===== src/rtl/bmp180_pkg.sv =====
// rtl/bmp180_pkg.sv - shared constants, state codes and helpers for the BMP180 I2C responder
//
// Register map addresses, the CHIP_ID default, the soft-reset key and the
// FSM state codes that appear on the debug `state` port.

package bmp180_pkg;

    localparam logic [7:0] CHIP_ID_DEFAULT = 8'h55;
    localparam logic [7:0] SOFT_RESET_KEY  = 8'hB6;

    localparam logic [7:0] REG_CAL_FIRST  = 8'hAA;
    localparam logic [7:0] REG_CAL_LAST   = 8'hBF;
    localparam int         CAL_BYTES      = 22;
    localparam logic [7:0] REG_CHIP_ID    = 8'hD0;
    localparam logic [7:0] REG_SOFT_RESET = 8'hE0;
    localparam logic [7:0] REG_CTRL_MEAS  = 8'hF4;
    localparam logic [7:0] REG_OUT_MSB    = 8'hF6;
    localparam logic [7:0] REG_OUT_LSB    = 8'hF7;
    localparam logic [7:0] REG_OUT_XLSB   = 8'hF8;

    typedef enum logic [3:0] {
        IDLE      = 4'd0,
        ADDR      = 4'd1,
        ADDR_ACK  = 4'd2,
        PTR       = 4'd3,
        PTR_ACK   = 4'd4,
        WDATA     = 4'd5,
        WDATA_ACK = 4'd6,
        RDATA     = 4'd7,
        RDATA_ACK = 4'd8,
        IGNORE    = 4'd9
    } stateCode_e;

    function automatic logic isCalAdr(input logic [7:0] adr);
        return (adr >= REG_CAL_FIRST) && (adr <= REG_CAL_LAST);
    endfunction

    function automatic logic [4:0] calIndex(input logic [7:0] adr);
        return 5'(adr - REG_CAL_FIRST);
    endfunction

endpackage


===== src/rtl/i2c_line_sync.sv =====
// rtl/i2c_line_sync.sv - SCL/SDA synchronizers with edge and START/STOP detection
//
// Ports:
//   clk, reset          system clock, synchronous active-high reset
//   scl_in, sda_in      raw asynchronous bus lines
//   sdaLevel            synchronized SDA level
//   sclRise, sclFall    one-clk pulses on synchronized SCL edges
//   startDet, stopDet   one-clk pulses on SDA fall / rise while SCL stays high

module i2c_line_sync (
    input  logic clk,
    input  logic reset,
    input  logic scl_in,
    input  logic sda_in,
    output logic sdaLevel,
    output logic sclRise,
    output logic sclFall,
    output logic startDet,
    output logic stopDet
);

    logic [1:0] sclMeta;
    logic [1:0] sdaMeta;
    logic       sclPrev;
    logic       sdaPrev;
    logic       sclLevel;

    // Everything resets to 1 so an idle bus produces no spurious edges.
    always_ff @(posedge clk) begin
        if (reset) begin
            sclMeta <= 2'b11;
            sdaMeta <= 2'b11;
            sclPrev <= 1'b1;
            sdaPrev <= 1'b1;
        end else begin
            sclMeta <= {sclMeta[0], scl_in};
            sdaMeta <= {sdaMeta[0], sda_in};
            sclPrev <= sclMeta[1];
            sdaPrev <= sdaMeta[1];
        end
    end

    assign sclLevel = sclMeta[1];
    assign sdaLevel = sdaMeta[1];
    assign sclRise  = sclLevel & ~sclPrev;
    assign sclFall  = ~sclLevel & sclPrev;
    // SCL must be high on both samples so an SDA change racing an SCL edge is
    // not mistaken for a bus condition.
    assign startDet = sclLevel & sclPrev & sdaPrev & ~sdaLevel;
    assign stopDet  = sclLevel & sclPrev & ~sdaPrev & sdaLevel;

endmodule


===== src/rtl/bmp180_i2c_responder.sv =====
// rtl/bmp180_i2c_responder.sv - I2C target model of the BMP180 register interface
//
// Ports:
//   clk, reset                 system clock (>= 16x SCL), synchronous active-high reset
//   scl_in, sda_in             asynchronous I2C lines
//   sda_oe                     1 pulls SDA low, 0 releases it
//   ld_adr, ld_data, ld_we     sensor-model load port for calibration / output registers
//   ctrl_meas                  current value of register 0xF4
//   meas_start                 one-clk pulse on every I2C write to 0xF4
//   busy                       high from an address-matched START until STOP
//   state                      debug view of the FSM state code

module bmp180_i2c_responder
    import bmp180_pkg::*;
#(
    parameter logic [6:0] DEV_ADR = 7'h77,
    parameter logic [7:0] CHIP_ID = CHIP_ID_DEFAULT
) (
    input  logic       clk,
    input  logic       reset,
    input  logic       scl_in,
    input  logic       sda_in,
    output logic       sda_oe,
    input  logic [7:0] ld_adr,
    input  logic [7:0] ld_data,
    input  logic       ld_we,
    output logic [7:0] ctrl_meas,
    output logic       meas_start,
    output logic       busy,
    output logic [3:0] state
);

    logic sdaLevel;
    logic sclRise;
    logic sclFall;
    logic startDet;
    logic stopDet;

    i2c_line_sync u_lineSync (
        .clk      (clk),
        .reset    (reset),
        .scl_in   (scl_in),
        .sda_in   (sda_in),
        .sdaLevel (sdaLevel),
        .sclRise  (sclRise),
        .sclFall  (sclFall),
        .startDet (startDet),
        .stopDet  (stopDet)
    );

    stateCode_e cur;
    logic [7:0] pointer;
    logic [7:0] rxShift;
    logic [6:0] txShift;    // bits still to send after the MSB already on the bus
    logic [3:0] bitCnt;
    logic       rwBit;
    logic       masterAck;
    logic [7:0] ctrlMeas;

    logic [7:0] calReg [CAL_BYTES];
    logic [7:0] outMsb;
    logic [7:0] outLsb;
    logic [7:0] outXlsb;

    logic [7:0] rdCur;
    logic [7:0] rdNext;
    logic       byteDone;

    function automatic logic [7:0] readReg(input logic [7:0] adr);
        logic [7:0] v;
        v = 8'h00;
        if (isCalAdr(adr)) begin
            v = calReg[calIndex(adr)];
        end else begin
            case (adr)
                REG_CHIP_ID:   v = CHIP_ID;
                REG_CTRL_MEAS: v = ctrlMeas;
                REG_OUT_MSB:   v = outMsb;
                REG_OUT_LSB:   v = outLsb;
                REG_OUT_XLSB:  v = outXlsb;
                default:       v = 8'h00;
            endcase
        end
        return v;
    endfunction

    always_comb begin
        rdCur  = readReg(pointer);
        rdNext = readReg(pointer + 8'd1);
    end

    // A received byte is complete on the SCL fall that follows its 8th rise;
    // acting on the fall lets the ACK states cover exactly the ACK clock.
    assign byteDone = sclFall && (bitCnt == 4'd8);

    // Sensor-model load port: only ld-only registers are reachable.
    always_ff @(posedge clk) begin
        if (reset) begin
            for (int i = 0; i < CAL_BYTES; i++) begin
                calReg[i] <= 8'h00;
            end
            outMsb  <= 8'h00;
            outLsb  <= 8'h00;
            outXlsb <= 8'h00;
        end else if (ld_we) begin
            if (isCalAdr(ld_adr)) begin
                calReg[calIndex(ld_adr)] <= ld_data;
            end else begin
                case (ld_adr)
                    REG_OUT_MSB:  outMsb  <= ld_data;
                    REG_OUT_LSB:  outLsb  <= ld_data;
                    REG_OUT_XLSB: outXlsb <= ld_data;
                    default:      ;
                endcase
            end
        end
    end

    always_ff @(posedge clk) begin
        if (reset) begin
            cur        <= IDLE;
            sda_oe     <= 1'b0;
            busy       <= 1'b0;
            meas_start <= 1'b0;
            ctrlMeas   <= 8'h00;
            pointer    <= 8'h00;
            rxShift    <= 8'h00;
            txShift    <= 7'h00;
            bitCnt     <= 4'd0;
            rwBit      <= 1'b0;
            masterAck  <= 1'b0;
        end else begin
            meas_start <= 1'b0;
            if (stopDet) begin
                cur    <= IDLE;
                sda_oe <= 1'b0;
                busy   <= 1'b0;
            end else if (startDet) begin
                cur    <= ADDR;
                bitCnt <= 4'd0;
                sda_oe <= 1'b0;
            end else begin
                if ((cur == ADDR || cur == PTR || cur == WDATA) && sclRise && bitCnt != 4'd8) begin
                    rxShift <= {rxShift[6:0], sdaLevel};
                    bitCnt  <= bitCnt + 4'd1;
                end

                case (cur)
                    ADDR: begin
                        if (byteDone) begin
                            bitCnt <= 4'd0;
                            if (rxShift[7:1] == DEV_ADR) begin
                                cur    <= ADDR_ACK;
                                sda_oe <= 1'b1;
                                busy   <= 1'b1;
                                rwBit  <= rxShift[0];
                            end else begin
                                cur <= IGNORE;
                            end
                        end
                    end
                    ADDR_ACK: begin
                        if (sclFall) begin
                            if (rwBit) begin
                                // Read: the MSB goes out on the same fall that ends the ACK.
                                cur     <= RDATA;
                                txShift <= rdCur[6:0];
                                sda_oe  <= ~rdCur[7];
                                bitCnt  <= 4'd1;
                            end else begin
                                cur    <= PTR;
                                sda_oe <= 1'b0;
                                bitCnt <= 4'd0;
                            end
                        end
                    end
                    PTR: begin
                        if (byteDone) begin
                            pointer <= rxShift;
                            bitCnt  <= 4'd0;
                            cur     <= PTR_ACK;
                            sda_oe  <= 1'b1;
                        end
                    end
                    PTR_ACK, WDATA_ACK: begin
                        if (sclFall) begin
                            cur    <= WDATA;
                            sda_oe <= 1'b0;
                        end
                    end
                    WDATA: begin
                        if (byteDone) begin
                            if (pointer == REG_CTRL_MEAS) begin
                                ctrlMeas   <= rxShift;
                                meas_start <= 1'b1;
                            end else if (pointer == REG_SOFT_RESET && rxShift == SOFT_RESET_KEY) begin
                                ctrlMeas <= 8'h00;
                            end
                            pointer <= pointer + 8'd1;
                            bitCnt  <= 4'd0;
                            cur     <= WDATA_ACK;
                            sda_oe  <= 1'b1;
                        end
                    end
                    RDATA: begin
                        if (sclFall) begin
                            if (bitCnt == 4'd8) begin
                                cur    <= RDATA_ACK;
                                sda_oe <= 1'b0;
                            end else begin
                                sda_oe  <= ~txShift[6];
                                txShift <= {txShift[5:0], 1'b0};
                                bitCnt  <= bitCnt + 4'd1;
                            end
                        end
                    end
                    RDATA_ACK: begin
                        if (sclRise) begin
                            masterAck <= ~sdaLevel;
                        end
                        if (sclFall) begin
                            // The pointer moves past every byte read, so a later
                            // current-address read continues after the last byte.
                            pointer <= pointer + 8'd1;
                            if (masterAck) begin
                                cur     <= RDATA;
                                txShift <= rdNext[6:0];
                                sda_oe  <= ~rdNext[7];
                                bitCnt  <= 4'd1;
                            end else begin
                                cur    <= IGNORE;
                                sda_oe <= 1'b0;
                            end
                        end
                    end
                    IDLE, IGNORE: begin
                        sda_oe <= 1'b0;
                    end
                    default: begin
                        cur    <= IDLE;
                        sda_oe <= 1'b0;
                    end
                endcase
            end
        end
    end

    assign ctrl_meas = ctrlMeas;
    assign state     = cur;

endmodule


===== config.mk =====
export PLATFORM = sky130hd
export DESIGN_NAME = bmp180_i2c_responder
export DESIGN_NICKNAME = d
export VERILOG_FILES = /design/src/rtl/bmp180_pkg.sv /design/src/rtl/i2c_line_sync.sv /design/src/rtl/bmp180_i2c_responder.sv
export SDC_FILE = /design/constraint.sdc
export NUM_CORES = 1
export LEC_CHECK = 0
export ABC_AREA = 1
export CORE_AREA = 2 2 165 231
export CTS_CLUSTER_SIZE = 14
export DETAILED_ROUTE_END_ITERATION = 6
export DIE_AREA = 0 0 167 233
export GPL_ROUTABILITY_DRIVEN = 1
export PLACE_DENSITY = 0.68
export SETUP_SLACK_MARGIN = 0.15
export SLEW_MARGIN = 20
export SYNTH_ARGS = -nofsm -noshare
export SYNTH_HDL_FRONTEND = slang
export SYNTH_HIERARCHICAL = 1
export SYNTH_SLANG_ARGS = --single-unit

===== constraint.sdc =====
create_clock -name clk -period 3.8 [get_ports clk]
set_input_delay 0.76 -clock clk [delete_from_list [all_inputs] [get_ports clk]]
set_output_delay 0.76 -clock clk [all_outputs]
set_load 0.01 [all_outputs]

Word-level counts from Yosys, hierarchy flattened
Memories as Yosys holds them, arrays and structs flattened.
Cells that the tools add are included.
- add/subtract/negate cells: 5
- multiply operators: 0
- divide/modulo/power cells: 0
- magnitude comparators: 6
- equality and inequality tests: 49
- shift-type cells: 0
- mux-type cells: 61
- bitwise logic cells: 20
- reduce and logical (&&, ||, !) cells: 34
- operators by type and width (cell ; count):
    equality test 8 bit (second input constant) ; 15
    one-hot mux 8 bit (5 select lines) ; 2
    2-to-1 mux 4 bit ; 18
    2-to-1 mux 8 bit ; 8
    2-to-1 mux 7 bit ; 6
    one-hot mux 4 bit (8 select lines) ; 1
    AND reduction 9 bit ; 3
    greater-or-equal comparator 8 bit (second input constant) ; 3
    <= comparator 8 bit (second input constant) ; 3
    != test 2 bit (second input constant) ; 12
    != test 3 bit (second input constant) ; 8
    one-hot mux 8 bit (3 select lines) ; 1
    one-hot mux 7 bit (3 select lines) ; 1
    2-to-1 mux 1 bit ; 20
    equality test 4 x 3 -> 1 bit (second input constant) ; 4
    one-hot mux 4 bit (4 select lines) ; 1
    subtractor 5 x 4 -> 5 bit (second input constant) ; 3
    NOT 1 bit ; 13
    equality test 4 bit (second input constant) ; 3
    AND reduction 3 bit ; 4
    AND reduction 5 bit ; 2
    adder 8 x 1 -> 8 bit (second input constant) ; 1
    equality test 4 x 2 -> 1 bit (second input constant) ; 2
    AND reduction 4 bit ; 2
    20 further kinds ; 39
- register bits after elaboration: 74
- latch bits: 0
- memory bits (writable): 176
- bits in read-only memories: 0
- input bits: 21
- output and inout bits: 15
- logic and storage cells: 195
- memories: 1
- memories (memory ; words ; width ; rd ports ; clocked after memory_dff ; write ports ; RTL line ; source):
    calReg ; 22 ; 8 ; 2 ; 0 ; 22 ; bmp180_i2c_responder.sv:60 ; logic [7:0] calReg [CAL_BYTES];

Longest topological paths before layout
- depth after elaboration: 10
- depth in mapped cells: 19
- mapped depth without buffers: 15

By module
The synthesis kept the hierarchy.
- by module, submodules not included (module ; times used ; cells an instance ; area each (um^2) ; seq. area each (um^2)):
    bmp180_i2c_responder ; 1 ; 2229 ; 18026.0 ; 9048.7
    i2c_line_sync ; 1 ; 24 ; 197.7 ; 120.1

Worst setup path after synthesis
Ideal clock, no wire load.
- path type: register to register
- start point: register pointer[0]
- end point: register sda_oe
- setup time: 0.070 ns
- arrival: 3.249 ns
- required time: 3.730 ns
- path slack: 0.481 ns
- stages on the path, launching flop included: 20
- buffers on the path: 6
- clock period less this slack: 3.319 ns
- path through: dfxtp_1 -> buf_4 -> clkinv_1 -> clkbuf_1 -> ha_1 -> inv_1 -> buf_2 -> buf_1 -> ha_1 -> clkbuf_1 -> inv_1 -> clkbuf_1 -> nand3_1 -> nand3_1 -> nand3_1 -> nand3_1 -> nand3_1 -> nand2_1 -> nand2_1 -> a21oi_1
- cells in the longest elaborated chain, start to end: 8
- elaborated cells between the ends (all ways): 31
- classes of those cells: 3 x add/sub; 4 x order compare; 10 x eq/ne; 9 x mux; 2 x bitwise; 2 x reduce/logical; 1 x memory
- RTL lines (item ; RTL line ; source):
    from (decl) ; bmp180_i2c_responder.sv:52 ; logic [7:0] pointer;
    from (signal assigned) ; bmp180_i2c_responder.sv:179 ; pointer <= rxShift;
    from (signal assigned) ; bmp180_i2c_responder.sv:199 ; pointer <= pointer + 8'd1;
    from (signal assigned) ; bmp180_i2c_responder.sv:224 ; pointer <= pointer + 8'd1;
    adder 8 x 1 -> 8 bit ; bmp180_i2c_responder.sv:89 ; rdNext = readReg(pointer + 8'd1);
    subtractor 5 x 4 -> 5 bit, or another cell as far along ; bmp180_pkg.sv:39 ; return 5'(adr - REG_CAL_FIRST);
    memory (22 x 8 bit), or another cell as far along ; - ;
    2-to-1 mux 8 bit ; bmp180_i2c_responder.sv:72 ; if (isCalAdr(adr)) begin
    NOT 1 bit ; bmp180_i2c_responder.sv:228 ; sda_oe <= ~rdNext[7];
    2-to-1 mux 1 bit ; bmp180_i2c_responder.sv:225 ; if (masterAck) begin
    2-to-1 mux 1 bit ; bmp180_i2c_responder.sv:221 ; if (sclFall) begin
    one-hot mux 1 bit (6 select lines) (*) ; bmp180_i2c_responder.sv:148 ; case (cur)
    to (signal assigned) ; bmp180_i2c_responder.sv:168 ; sda_oe <= ~rdCur[7];
    to (signal assigned) ; bmp180_i2c_responder.sv:211 ; sda_oe <= ~txShift[6];
    to (signal assigned) ; bmp180_i2c_responder.sv:228 ;
    to (decl) ; bmp180_i2c_responder.sv:23 ; output logic sda_oe,
Every way passes the cells marked *; elsewhere a longest branch is shown, timed or not. The select of a mux whose other input is x is not followed.
A chain may end at the register's enable or synchronous reset.

Worst setup path after layout
Ends and elaborated chain as after synthesis.

==> impl_metrics.csv <==
group,metric,value,unit
status,status,"completed",
hold_path,min_to,"u_lineSync/sdaMeta[1]",
detailed_routing,drc,0,
detailed_routing,first_pass_iters,6,
detailed_routing,ant_nets,0,
critical_path,path_max_fanout,35,
clock_network,cts_tree,"built",
cells_and_area,stdcell_count,2740,
floorplan,die_h,233,µm
sta,clock.fmax,320.0,MHz
hold_path,worstHoldStart,"u_lineSync/sdaMeta[0]",
detailed_routing,drt_iter0_drc,1594,
critical_path,r2r_start,"pointer[0]",
detailed_routing,via_count,16290,
sta,setup_viol,0,
cells_and_area,layout-drive-gt1-share,0.06951,
floorplan,die_x,167,µm
clock_network,cts.clk_slew.worst_paths,0.06,ns
cells_and_area,nets,2280,
clock_network,cts_resized,0,
sta,fin_skew,0.02486,ns
critical_path,critPathRequiredTime,4.19,ns
placed_design,io_buffers,35,
placed_design,gp_congestion,0.9230,
critical_path,critPathLaunchType,"flop",
sta,layout_setup_ws,0.6753,ns
critical_path,r2r_end,"sda_oe",
clock_network,clk_latency,0.54,ns
global_routing,grt_pass1_vias,15260,
clock_network,cts_root_buffer,"clkbuf_16",
pwr,ir_drop,0.3960,mV
sta,finalSetupTns,0,ns
floorplan,dieArea,0.03891,mm²
clock_network,clk_path_buf_depth,3,
global_routing,grt_max_degree,264,
sta,hold_violations,0,
critical_path,crit_family,"buffers and inverters",
synthesis,yosysUniqueCellTypes,45,
critical_path,worstSetupPathType,"reg -> reg",
sta,maxSlewViolCount,0,
synthesis,syn_inst,2253,
sta,layout_min_cycle_time,3.125,ns
detailed_routing,via_per_inst,5.946,
sta,holdWs,0.4102,ns
global_routing,grt_pass1_wl,86920,µm
clock_network,cts_hold_buf,0,
critical_path,cpPeakStageDelay,0.52,ns
synthesis,yosysWarnings,6,
clock_network,postCtsSetupBuffers,0,
clock_network,htreeDepth,2,
synthesis,synth_area_per_cell,8.089,µm²
critical_path,path_cells,"clkinv_1 -> ha_2 -> inv_2 -> buf_4 -> nand2_1 -> nand2_1 -> nand2_1 -> nand2_1 -> inv_1 -> nand3_1 -> nand3_1 -> nand3_1 -> nand2_1 -> nand2_1 -> a21oi_1",
sta,rsz0062_at_grt,"false",
placed_design,place_inst,2679,
floorplan,initial_core_util,0.4971,
cells_and_area,final_area,0.02014,mm²
critical_path,path_buf_inv,4,
placed_design,dp_hpwl,40130,µm
detailed_routing,routedWlPerCell,20.93,µm
floorplan,pin_count,36,
cells_and_area,n_antenna_cell,0,
sta,tightest_slew,1.014,ns
critical_path,arrival,3.52,ns
cells_and_area,final_core_util,0.5493,
clock_network,clkSinkCount,330,
clock_network,cts_made_buffers,34,
cells_and_area,final_cell_mix,"nand2_1 (286), nand3_1 (286), nor2_1 (280)",
detailed_routing,routed_wl,57360,µm
synthesis,synth_fp_nets,2285,
pwr,fin_total_pwr,12.75,mW
hold_path,hold_depth,1,
global_routing,grt_antenna_before_repair,0,
critical_path,cp-end-kind,"flop",
cells_and_area,areaGrowthSynthToFinish,10.50,%
hold_path,min_path_type,"reg -> reg",
global_routing,grt_overflow,0,
synthesis,ys_seq_area_frac,0.5031,
critical_path,slowest_stage,"buf_4",
floorplan,rows,83,
global_routing,track_usage,0.2913,
critical_path,reg2reg_depth,15,
sta,finalCritPeriodShare,0.8223,
synthesis,yosys_register_bits,330,
sta,max_slew_margin,0.3239,
pwr,p_per_area,633.4,mW/mm²
placed_design,dpl_worst_slack,0.4008,ns
synthesis,syn-cell-area,0.01822,mm²
run,maxCapViolCount,0,
floorplan,core_area,0.03666,mm²
pwr,p_leak,7.523,nW
critical_path,r2r_slack,0.68,ns
placed_design,dpl_cell_area,0.01907,mm²
critical_path,crit_top_cell,"nand2_1",
-- power by group --
part / switching [mW] / internal, mW / leakage (nW)
clock: 1.42 / 1.88 / 0.528
combinational: 3.73 / 1.54 / 4.01
sequential: 0.140 / 4.05 / 2.99
total: 5.29 / 7.47 / 7.52
-- logic make-up (layout without fill, tap and decap cells) --
family	after synthesis	in the layout	synth area share
simple gates	920	920	0.2229
compound gates	580	580	0.1740
fa+ha+maj	11	11	0.007552
xor+xnor	8	8	0.004669
flops	330	330	0.5031
buf+inv	404	424	0.08781
-- metal layers --
layer,vias up,global-route usage,share of wire
met5,-,0,0
met4,0,0.1700,0.064
met3,197,0.03317,0.070
met2,778,0.5081,0.49
met1,7591,0.3477,0.37
li1,7725,-,-
-- flip-flops by register name, summed over array words and instances (netlist names), 4 cells and up --
name / count
outXlsb: 8
outMsb: 8
ctrl_meas: 8
calReg: 256
bitCnt: 4
state: 4
outLsb: 8
pointer: 8
txShift: 7
rxShift: 8
-- cells in the mapped netlist (all sizes together) --
cell	instances	area share
o41ai	1	0.00048
o21ai	244	0.067
nand3	288	0.080
xnor2	2	0.0014
buf	66	0.018
clkinv	5	0.0010
o221ai	1	0.00048
and2	1	0.00034
a31oi	6	0.0021
nand2	306	0.066
o2111ai	2	0.00096
o211ai	78	0.032
nand4	13	0.0053
nor3	14	0.0059
a211oi	7	0.0029
dfxtp	74	0.081
a21oi	226	0.062
nand3b	4	0.0016
inv	262	0.054
o22ai	12	0.0041
a32oi	1	0.00048
clkbuf	71	0.015
ha	11	0.0076
nor2	286	0.061
xor2	6	0.0033
edfxtp	256	0.42
nor4	2	0.00069
or2	6	0.0022
o31ai	1	0.00041
a221oi	1	0.00048
-- cell type report --
type,count,area [µm²]
Timing Repair Buffer,96,845.8
Clock buffer,44,930.9
Fill cell,3418,16520
Tap cell,467,584.3
Multi-Input combinational cell,1519,7457
Clock inverter,17,141.4
Inverter,267,1002
Sequential cell,330,9176
-- worst max path at each step --
stage               start      endpoint  slack [ns]  depth (start not counted)
2_1_floorplan  pointer[0]        sda_oe        0.48                         19
3_3_place_gp    ld_adr[2]  calReg[5][3]        0.51                         10
3_5_place_dp    ld_adr[2]  calReg[9][6]        0.40                         10
4_1_cts        pointer[0]        sda_oe        0.69                         15
5_1_grt        pointer[0]        sda_oe        0.45                         15
6_report       pointer[0]        sda_oe        0.68                         15
(Power assumes the default switching activity.)
